<file path="config.mk">
export PLATFORM = sky130hd
export DESIGN_NAME = mem_lsu
export DESIGN_NICKNAME = d
export VERILOG_FILES = /design/src/rtl/mem_lsu.sv
export SDC_FILE = /design/constraint.sdc
export NUM_CORES = 1
export LEC_CHECK = 0
export CAP_MARGIN = 25
export CORE_AREA = 2 2 97 99
export CTS_CLUSTER_SIZE = 16
export DETAILED_ROUTE_END_ITERATION = 16
export DIE_AREA = 0 0 99 101
export GPL_ROUTABILITY_DRIVEN = 0
export GPL_TIMING_DRIVEN = 0
export PLACE_DENSITY_LB_ADDON = 0.25
export SKIP_LAST_GASP = 1
export SYNTH_ARGS = -nofsm -noshare
export SYNTH_HDL_FRONTEND = slang
export SYNTH_SLANG_ARGS = --single-unit
</file>
<file path="constraint.sdc">
create_clock -name clk -period 5.3 [get_ports clk]
set_input_delay 1.325 -clock clk [delete_from_list [all_inputs] [get_ports clk]]
set_output_delay 1.325 -clock clk [all_outputs]
set_load 0.03 [all_outputs]
</file>
<file path="src/rtl/mem_lsu.sv">
// Load/store unit: CPU-side initiator for the 4 KB byte-enabled data memory.
// Accepts one request per transaction, drives one access cycle, returns an aligned/extended load result or an error.
module mem_lsu #(
  parameter int unsigned       ADDR_W    = 32,
  parameter logic [ADDR_W-1:0] BASE_ADDR = ADDR_W'(32'h0000_0000)
) (
  input  logic              clk,
  input  logic              rst,
  input  logic              req_valid,
  output logic              req_ready,
  input  logic              req_we,
  input  logic [1:0]        req_size,
  input  logic              req_unsigned,
  input  logic [ADDR_W-1:0] req_addr,
  input  logic [31:0]       req_wdata,
  output logic              rsp_valid,
  input  logic              rsp_ready,
  output logic [31:0]       rsp_rdata,
  output logic              rsp_err,
  output logic [9:0]        dm_addr,
  output logic [3:0]        dm_be,
  output logic [31:0]       dm_din,
  output logic              dm_wr,
  input  logic [31:0]       dm_dout
);

  localparam int unsigned DATA_W   = 32;
  localparam int unsigned WADDR_W  = 10;
  localparam int unsigned BE_W     = 4;
  localparam int unsigned PAGE_LSB = 12;

  localparam logic [1:0] SZ_BYTE = 2'b00;
  localparam logic [1:0] SZ_HALF = 2'b01;
  localparam logic [1:0] SZ_WORD = 2'b10;

  typedef enum logic [1:0] {
    IDLE   = 2'b00,
    ACCESS = 2'b01,
    RESP   = 2'b10
  } state_t;

  state_t              state, state_nxt;
  logic                cap_we, cap_we_nxt;
  logic                cap_uns, cap_uns_nxt;
  logic [1:0]          cap_size, cap_size_nxt;
  logic [1:0]          cap_lane, cap_lane_nxt;
  logic                rsp_valid_nxt, rsp_err_nxt;
  logic [DATA_W-1:0]   rsp_rdata_nxt;
  logic [WADDR_W-1:0]  dm_addr_nxt;
  logic [BE_W-1:0]     dm_be_nxt;
  logic [DATA_W-1:0]   dm_din_nxt;
  logic                dm_wr_nxt;

  logic                req_err;
  logic [BE_W-1:0]     req_be;
  logic [7:0]          ld_byte;
  logic [15:0]         ld_half;
  logic [DATA_W-1:0]   ld_data;

  assign req_ready = (state == IDLE) && rst;

  // Alignment, size and window legality of the incoming request
  always_comb begin
    req_err = 1'b0;
    case (req_size)
      SZ_BYTE: req_err = 1'b0;
      SZ_HALF: req_err = req_addr[0];
      SZ_WORD: req_err = |req_addr[1:0];
      default: req_err = 1'b1;
    endcase
    if (req_addr[ADDR_W-1:PAGE_LSB] != BASE_ADDR[ADDR_W-1:PAGE_LSB]) begin
      req_err = 1'b1;
    end
  end

  always_comb begin
    req_be = 4'b1111;
    case (req_size)
      SZ_BYTE: req_be = BE_W'(4'b0001 << req_addr[1:0]);
      SZ_HALF: req_be = req_addr[1] ? 4'b1100 : 4'b0011;
      default: req_be = 4'b1111;
    endcase
  end

  // Lane extraction and extension of read data from the captured request
  always_comb begin
    ld_byte = dm_dout[7:0];
    case (cap_lane)
      2'd0:    ld_byte = dm_dout[7:0];
      2'd1:    ld_byte = dm_dout[15:8];
      2'd2:    ld_byte = dm_dout[23:16];
      default: ld_byte = dm_dout[31:24];
    endcase
    ld_half = cap_lane[1] ? dm_dout[31:16] : dm_dout[15:0];
    case (cap_size)
      SZ_BYTE: ld_data = {{24{ld_byte[7] & ~cap_uns}}, ld_byte};
      SZ_HALF: ld_data = {{16{ld_half[15] & ~cap_uns}}, ld_half};
      default: ld_data = dm_dout;
    endcase
  end

  always_comb begin
    state_nxt     = state;
    cap_we_nxt    = cap_we;
    cap_uns_nxt   = cap_uns;
    cap_size_nxt  = cap_size;
    cap_lane_nxt  = cap_lane;
    rsp_valid_nxt = rsp_valid;
    rsp_err_nxt   = rsp_err;
    rsp_rdata_nxt = rsp_rdata;
    dm_addr_nxt   = dm_addr;
    dm_be_nxt     = dm_be;
    dm_din_nxt    = dm_din;
    dm_wr_nxt     = 1'b0;
    case (state)
      IDLE: begin
        if (req_valid && req_ready) begin
          if (req_err) begin
            state_nxt     = RESP;
            rsp_valid_nxt = 1'b1;
            rsp_err_nxt   = 1'b1;
            rsp_rdata_nxt = '0;
          end else begin
            state_nxt    = ACCESS;
            cap_we_nxt   = req_we;
            cap_uns_nxt  = req_unsigned;
            cap_size_nxt = req_size;
            cap_lane_nxt = req_addr[1:0];
            dm_addr_nxt  = req_addr[11:2];
            dm_be_nxt    = req_be;
            dm_din_nxt   = req_wdata;
            dm_wr_nxt    = req_we;
          end
        end
      end
      ACCESS: begin
        state_nxt     = RESP;
        dm_be_nxt     = '0;
        rsp_valid_nxt = 1'b1;
        rsp_err_nxt   = 1'b0;
        rsp_rdata_nxt = cap_we ? '0 : ld_data;
      end
      RESP: begin
        if (rsp_ready) begin
          state_nxt     = IDLE;
          rsp_valid_nxt = 1'b0;
          rsp_err_nxt   = 1'b0;
          rsp_rdata_nxt = '0;
        end
      end
      default: begin
        state_nxt     = IDLE;
        rsp_valid_nxt = 1'b0;
        rsp_err_nxt   = 1'b0;
        rsp_rdata_nxt = '0;
        dm_be_nxt     = '0;
      end
    endcase
  end

  always_ff @(posedge clk) begin
    if (!rst) begin
      state     <= IDLE;
      cap_we    <= 1'b0;
      cap_uns   <= 1'b0;
      cap_size  <= '0;
      cap_lane  <= '0;
      rsp_valid <= 1'b0;
      rsp_err   <= 1'b0;
      rsp_rdata <= '0;
      dm_addr   <= '0;
      dm_be     <= '0;
      dm_din    <= '0;
      dm_wr     <= 1'b0;
    end else begin
      state     <= state_nxt;
      cap_we    <= cap_we_nxt;
      cap_uns   <= cap_uns_nxt;
      cap_size  <= cap_size_nxt;
      cap_lane  <= cap_lane_nxt;
      rsp_valid <= rsp_valid_nxt;
      rsp_err   <= rsp_err_nxt;
      rsp_rdata <= rsp_rdata_nxt;
      dm_addr   <= dm_addr_nxt;
      dm_be     <= dm_be_nxt;
      dm_din    <= dm_din_nxt;
      dm_wr     <= dm_wr_nxt;
    end
  end

endmodule

</file>
==> metrics <==
outcome finished clean; CP arrival 2510 ps; gr usage total 24.9%; post-synthesis sequential area ratio 47.5%; die width 99 um; H-Tree Depth 3; final net count 735; final instance area 5950 um2; post-route ant nets 0; max incr delay on CP 730 ps; Post-CTS Setup Inserts 0; Starting DRT DRC Count 165; Synth area leader dfxtp_1; clk buf depth 2; total number of vias 4010; clock sink count 89; clock root cell clkbuf_8; fin. max-slew vios 0; CTS tree done; Routed WL 12400 um; Worst Hold Class reg -> reg; Startpoint Class primary input; RSZ-0062 raised after global routing no; Critical Path Slowest Stage Cell clkdlybuf4s50_1; final critical-path required period 3830 ps; iteration count of the initial detailed-routing pass 5; Fmax 0.261 GHz; crit share post-route 72.3%; Pleak 2.16 nW; vias in the first global route 4055; flops & latches, synth 89; Worst-path clk slew 80 ps; critical path class in -> out; Post-Route M1 WL 4990 um; met2 wire len 6130 um; PwrDens 223 nW/um2; Setup Viol. Count Final 0; layout cells sized above 1 6.13%; hold_buf cts 0; Final Hold Viols 0; die height 101 um; FILL cells 758; Mapped Area 3750 um2; row cnt 35; Skew-Pair Late Insertion Delay 360 ps; vias per cell 5.37; ranking of synthesized cells by area dfxtp_1, nand2_1, o21ai_0, o2bb2ai_1, mux2i_1; Synth cell types 40; pin count of the biggest net entering global routing 15; Synthesis Warnings 0; CP max FO 9; input/output buffers 184; CP top delay family buffers and inverters; setup total negative slack 0 ps; die area 10000 um2; highest routed layer met4; Max VDD drop 0.000143 V; routed length per instance 16.6 um; Cells after Synth 436; cells along the critical path buf_2 > nor3b_2 > clkdlybuf4s50_1; Mapped Nets 540; Detailed Place HPWL 9330 um; WP buf/inv 2; Avg Inst Size Synth 8.60 um2; Ant. Diodes 0; setup ws final 1470 ps; initial core utilization 41.8%; Slew headroom 55.7%; CTS resizes 0; Critical Path RT 3970 ps; Num CTS Buffers 9; gr ovfl total 0; first-pass GRT wire length 19900 um; met3 wire length 1030 um; Placed Area 5730 um2; Fin Clk Skew 11.0 ps; Crit. End Element output pin; IO Count 186; worst slew pin tran 659 ps; max cap viols 0; initial antenna violation count 0; Post-Place Setup Slack 1450 ps; Residual DRC 0; core area 8980 um2; P&R area growth vs syn 58.7%; top cell type's share of synthesized area 47.5%
worst paths after layout:
check                            startpoint             to  slack, ps  cells past startpoint
worst min register to register    dm_din[8]      dm_din[8]        460                      2
worst max register to register  cap_lane[0]  rsp_rdata[31]       3360                      6
worst min-delay path              dm_din[8]      dm_din[8]        460                      2
worst max-delay path                    rst      req_ready       1470                      3
cells by family after synthesis:
logic type,after synthesis,share of synthesized area (%)
compound gates,152,26.8
simple gates,144,17.2
flops,89,47.5
buf+inv,37,4.77
mux,14,3.77
flip-flops by register name, indices dropped and copies added (netlist names):
signal     count
state          2
cap_we         1
cap_size       2
cap_uns        1
cap_lane       2
rsp_rdata     32
dm_wr          1
dm_be          4
rsp_err        1
dm_addr       10
rsp_valid      1
dm_din        32
final cells by class:
cell class / instances / area (um2) / share of cell area [%]
timing repair buffer: 184 / 1840 / 30.9
multi-input combinational: 310 / 1790 / 30.1
sequential: 89 / 1780 / 29.9
buffer: 33 / 164 / 2.75
clock buffer: 11 / 141 / 2.38
tap: 111 / 139 / 2.33
clock inverter: 5 / 78.8 / 1.32
inverter: 4 / 15.0 / 0.252
metal layers:
layer	global-route usage, %	vias up
li1	-	1941
met1	29.8	1868
met2	42.5	180
met3	6.93	21
met4	9.38	0
met5	0	-
cell usage in the layout (no fill, tap or decap), drive strengths merged, types with 2 or more instances in the layout:
master and n:
clkdlybuf4s50 184, nand2 98, dfxtp 89, o21ai 67
clkbuf 29, o2bb2ai 26, a21oi 22, buf 15
mux2i 13, nor2 11, and3 7, nor3 7
a2111oi 6, a211o 6, o22a 6, o21a 6
nand3 5, nor4 5, inv 4, nand2b 4
a31o 4, clkinv 3, nor2b 2, and2 2
bufinv 2
synth_stat cells:
| master | number |
|---|---|
| o31ai_4 | 1 |
| nor4_1 | 3 |
| a2111oi_0 | 6 |
| buf_6 | 3 |
| o21a_1 | 6 |
| mux2_2 | 1 |
| nor2b_1 | 2 |
| buf_4 | 1 |
| nand2b_1 | 4 |
| buf_2 | 11 |
| a221oi_1 | 1 |
| o2bb2ai_1 | 26 |
| o21bai_1 | 1 |
| nand2_1 | 98 |
| nor3_4 | 1 |
| a21o_1 | 1 |
| a211o_1 | 6 |
| a31o_1 | 2 |
| mux2i_1 | 13 |
| nand3b_1 | 1 |
| and2b_1 | 1 |
| and3_1 | 7 |
| a21oi_1 | 22 |
| o211ai_2 | 1 |
| a21boi_0 | 1 |
| clkbuf_1 | 18 |
| o221ai_1 | 1 |
| inv_1 | 4 |
| o21ai_0 | 67 |
| a22o_1 | 1 |
| nor3_1 | 6 |
| and2_1 | 2 |
| o22a_1 | 6 |
| nand3_1 | 5 |
| nor3b_2 | 1 |
| dfxtp_1 | 89 |
| nor4_2 | 2 |
| nor2_1 | 11 |
| a222oi_1 | 1 |
| a31o_2 | 2 |
tightest hold or removal path: cells and delay by family, from the launching register on:
kind,cells,cell delay (ps)
compound gates,1,50
flops,1,310
simple gates,1,50
where the power goes:
| part | internal, mW | total (mW) | switching (mW) | leakage [nW] |
|---|---|---|---|---|
| Sequential | 0.670 | 0.672 | 0.00193 | 0.717 |
| Clock | 0.278 | 0.522 | 0.243 | 0.113 |
| Combinational | 0.0841 | 0.134 | 0.0499 | 1.33 |
| Total | 1.03 | 1.33 | 0.295 | 2.16 |
metrics by stage:
step | utilization (%) | power [mW] | std cells | hold slack, ps
after detailed placement | 63.8 | 0.820 | 731 | 450
after global placement | 63.8 | 0.818 | 731 | 442
final | 66.3 | 1.33 | 747 | 456
after floorplan | - | 0.723 | 436 | 432
after global routing | 66.3 | 1.38 | 747 | 479
after CTS | 66.3 | 1.34 | 747 | 462
Power figures use the tool's default switching activity.
==> edit 1, RTL diff (same flow settings) <==
`ADDR_W`: 32 -> 48.
--- a/src/rtl/mem_lsu.sv
+++ b/src/rtl/mem_lsu.sv
@@ -2,5 +2,5 @@
 // Accepts one request per transaction, drives one access cycle, returns an aligned/extended load result or an error.
 module mem_lsu #(
-  parameter int unsigned       ADDR_W    = 32,
+  parameter int unsigned       ADDR_W    = 48,
   parameter logic [ADDR_W-1:0] BASE_ADDR = ADDR_W'(32'h0000_0000)
 ) (
Interface: changed (resized req_addr); port bits go from 186 to 202. No check against the original RTL was run, so the function may have changed too.
==> edit 1 against the unedited design <==
  * Hold slack worse by 0.0057 ns
  * Area after synthesis grew 6.3%
  * Combinational power increased by 21%
  * Final area grew 6.6%
  * Sequential cell count did not move
  * First-iteration DRC count increased by 15%
  * Clock skew fell by 0.0032 ns
  * Wire length grew 12%
  * Worst setup slack got worse by 0.093 ns
  * Power up 2.2%
  * Critical path depth up 1
  * Synthesized cell count increased by 16%
  * Fmax down 2.4%
==> edit 1: results (changes against the unedited design) <==
wl_met3_um: 1620  # was 1030 um
grt_util_all_layers: 0.277  # was 0.249
maxSlewHeadroom: 0.580  # was 0.557
synth_nets: 626  # was 540
crit_path_max_fanout: 6  # was 9
synth_cell_types: 46  # was 40
routed_wl_um: 13900  # was 12400 um
synthCells: 506  # was 436
cts_buffers: 9  # unchanged
dpl_cell_area_sq_um: 6130  # was 5730 sq um
wire_per_inst_um: 16.7  # was 16.6 um
clk_latency_ns: 0.36  # about the same
critPathMaxStageDelay_ns: 0.69  # was 0.73 ns
drive_gt1_frac: 0.0777  # was 0.0613
wl_met1_um: 5210  # was 4990 um
placed_cells: 817  # was 731
numPortBuffers: 200  # was 184
synth.area.top_cells: "dfxtp_1 45%, nand2_1 9.9%, nand3_1 6.1%, o21ai_1 5.1%, o21ai_0 3.5%"  # was dfxtp_1 47%, nand2_1 9.8%, o21ai_0 8.9%, o2bb2ai_1 6.1%, mux2i_1 3.5%
dpl.hpwl_um: 10600  # was 9330 um
ys_seq_area_frac: 0.447  # was 0.475
internal_power_mw: 1.04  # was 1.03 mW
drt_pass1_iterations: 6  # was 5
drtIter0Drc: 190  # was 165
status: "finished, final reports clean"  # unchanged
p_leak_nw: 2.18  # was 2.16 nW
gr-usage-met2: 0.465  # was 0.425
wl_met2_um: 6650  # was 6130 um
grt_pass1_wl_um: 22500  # was 19900 um
fin_nets: 837  # was 735
fin_worst_skew_ns: 0.00778  # was 0.0110 ns
ir_drop_v: 0.000136  # was 0.000143 V
htree_levels: 3  # unchanged
dpl_worst_slack_ns: 1.37  # was 1.45 ns
-- edit 1: cell count changes after synthesis, sizes merged, moves of 7 or more --
cell     change
o2bb2ai     -25
nand2        +9
a31oi        +9
clkbuf      +13
and3         -7
nand3       +45
o22ai       +18
nor2b        +7
nor2        +17
o21ai        +8
mux2i       -13
-- edit 1: worst reg2reg max path, delay by kind of cell (launching register included) --
family | cells | cell delay, ns
buffers and inverters | 2 | 0.73
and+or+nand+nor | 1 | 0.57
AOI/OAI and AO/OA | 2 | 0.34
DFF | 1 | 0.33
-- edit 1: worst paths after layout --
path | start | cells after the start | slack, ns | endpoint
setup / recovery | rst | 4 | 1.37 | req_ready
hold reg to reg | dm_addr[4] | 2 | 0.45 | dm_addr[4]
setup reg to reg | state[0] | 5 | 3.28 | rsp_rdata[6]
hold / removal | dm_addr[4] | 2 | 0.45 | dm_addr[4]
-- edit 1: final cells by class --
cell class | count | area [sq um]
fill | 725 | 2630
timing repair buffer | 200 | 2000
multi-input combinational | 368 | 1950
sequential | 89 | 1780
buffer | 44 | 233
tap | 111 | 139
clock buffer | 10 | 138
clock inverter | 5 | 80.1
inverter | 5 | 18.8
-- edit 1: power by group through the flow --
stage	Combinational, mW	Clock, mW	Sequential, mW
after floorplan	0.0404	0	0.690
after global placement	0.159	0	0.687
after detailed placement	0.161	0	0.687
after CTS	0.162	0.529	0.672
after global routing	0.173	0.558	0.672
final	0.162	0.523	0.672
-- edit 1: kinds of logic (layout without fill, tap and decap cells) --
group,count (synthesis),after routing,synth area share
flops,89,89,0.447
compound gates,137,137,0.202
mux,2,2,0.00847
buf+inv,49,264,0.0631
simple gates,229,229,0.280
==> edit 2, RTL diff (same settings) <==
Made on the original files. Take the reset off `rsp_rdata`, `dm_addr` and `dm_din` and load them in a clocked block of their own.
--- a/src/rtl/mem_lsu.sv
+++ b/src/rtl/mem_lsu.sv
@@ -168,8 +168,5 @@
       rsp_valid <= 1'b0;
       rsp_err   <= 1'b0;
-      rsp_rdata <= '0;
-      dm_addr   <= '0;
       dm_be     <= '0;
-      dm_din    <= '0;
       dm_wr     <= 1'b0;
     end else begin
@@ -181,12 +178,15 @@
       rsp_valid <= rsp_valid_nxt;
       rsp_err   <= rsp_err_nxt;
-      rsp_rdata <= rsp_rdata_nxt;
-      dm_addr   <= dm_addr_nxt;
       dm_be     <= dm_be_nxt;
-      dm_din    <= dm_din_nxt;
       dm_wr     <= dm_wr_nxt;
     end
   end
 
+  always_ff @(posedge clk) begin
+    rsp_rdata <= rsp_rdata_nxt;
+    dm_addr   <= dm_addr_nxt;
+    dm_din    <= dm_din_nxt;
+  end
+
 endmodule
 
Function: differs if rst is asserted again (counterexample within 4 cycles, from zero or initial values and one cycle with rst low); with rst held inactive, the same outputs for 4 cycles.
==> edit 2 against the unedited design <==
  * Sequential share of layout area increased by 12 points
  * Non-clock buffer count decreased by 12
  * Clock skew up 0.00071 ns
  * Final area about the same
  * Fmax shrank 5.5%
  * Wire length down 20%
  * Power increased by 6.1%
  * Area after synthesis is 0.60% lower
  * Highest routed layer unchanged
  * Die area did not move
  * First-iteration DRC count is 4.2% higher
  * Critical path depth up 2
  * Sequential cell count is the same
  * Worst setup slack got worse by 0.22 ns
  * Final cell count down 20%
==> edit 2: results (changes against the unedited design) <==
p_comb_frac: 0.144  # was 0.101
fin_cells: 598  # was 747
ir_drop_v: 0.000175  # was 0.000143 V
r2r_slack_ns: 2.90  # was 3.36 ns
crit_path_max_fanout: 8  # was 9
switching_share: 0.245  # was 0.222
r2r-start: "state[1]"  # was cap_lane[0]
ys_seq_area_frac: 0.677  # was 0.475
critPathMaxStageDelay_ns: 0.69  # was 0.73 ns
drt_pass1_iterations: 4  # was 5
synthMuxAreaShare: 0.0228  # was 0.0377
grt_pass1_wl_um: 15300  # was 19900 um
synth-edff-count: 74  # was 0
routed_wl_um: 9960  # was 12400 um
p_leak_nw: 1.99  # was 2.16 nW
fin_worst_skew_ns: 0.0117  # was 0.0110 ns
placed_cells: 582  # was 731
status: "finished, final reports clean"  # unchanged
dpl_worst_slack_ns: 1.26  # was 1.45 ns
synth_nets: 388  # was 540
r2r_end: "dm_din[17]"  # was rsp_rdata[31]
drtIter0Drc: 172  # was 165
grt_max_degree: 19  # was 15
dr_total_vias: 3144  # was 4010
seq_power_share: 0.555  # was 0.506
grt_util_all_layers: 0.196  # was 0.249
hold_start: "cap_we"  # was dm_din[8]
start_util: 0.415  # was 0.418
min_to: "cap_we"  # was dm_din[8]
synthCells: 284  # was 436
synth_cell_types: 37  # was 40
dpl.hpwl_um: 7800  # was 9330 um
synth_compound_area_frac: 0.148  # was 0.268
-- edit 2: cell types whose count changed after synthesis, moves of 26 or more --
cell	change
edfxtp_1	+74
o21ai_0	-65
nand2_1	-48
dfxtp_1	-74
o2bb2ai_1	-26
-- edit 2: area by class of cell --
cell class,instances,area (sq um),share of cell area
clock inverters,6,51.3,0.00862
multi-input cells,174,1120,0.189
plain buffers,18,78.8,0.0132
inverters,3,11.3,0.00189
well taps,111,139,0.0233
repair buffers,187,1900,0.319
clock buffers,10,128,0.0214
flip-flops and latches,89,2520,0.424
-- edit 2: per-stage QoR --
| stage | utilization | power (mW) | instance area [sq um] |
|---|---|---|---|
| 5_1_grt | 0.663 | 1.46 | 5950 |
| 3_5_place_dp | 0.643 | 1.00 | 5770 |
| 3_3_place_gp | 0.636 | 0.994 | 5710 |
| 6_report | 0.663 | 1.41 | 5950 |
| 4_1_cts | 0.663 | 1.42 | 5950 |
| 2_1_floorplan | - | 0.868 | 3730 |
-- edit 2: kinds of logic (layout without fill, tap and decap cells) --
| family | count (synthesis) | after routing |
|---|---|---|
| muxes | 8 | 8 |
| AOI/OAI and AO/OA | 79 | 79 |
| buffers and inverters | 21 | 224 |
| DFF | 89 | 89 |
| and+or+nand+nor | 87 | 87 |
-- edit 2: worst reg2reg max path, cell delays in order, from the launching register on --
cell and delay [ns]:
dfxtp_1 0.38, nor2b_1 0.13, clkbuf_1 0.26, nand2_1 0.16, nor4_4 0.68, buf_8 0.26, buf_6 0.22
-- edit 2: metal layers --
layer,track usage,up-vias,part of all wire
li1,-,1486,-
met4,0.0769,0,0.024
met3,0.0423,23,0.070
met2,0.341,150,0.52
met5,0,-,0
met1,0.239,1485,0.38
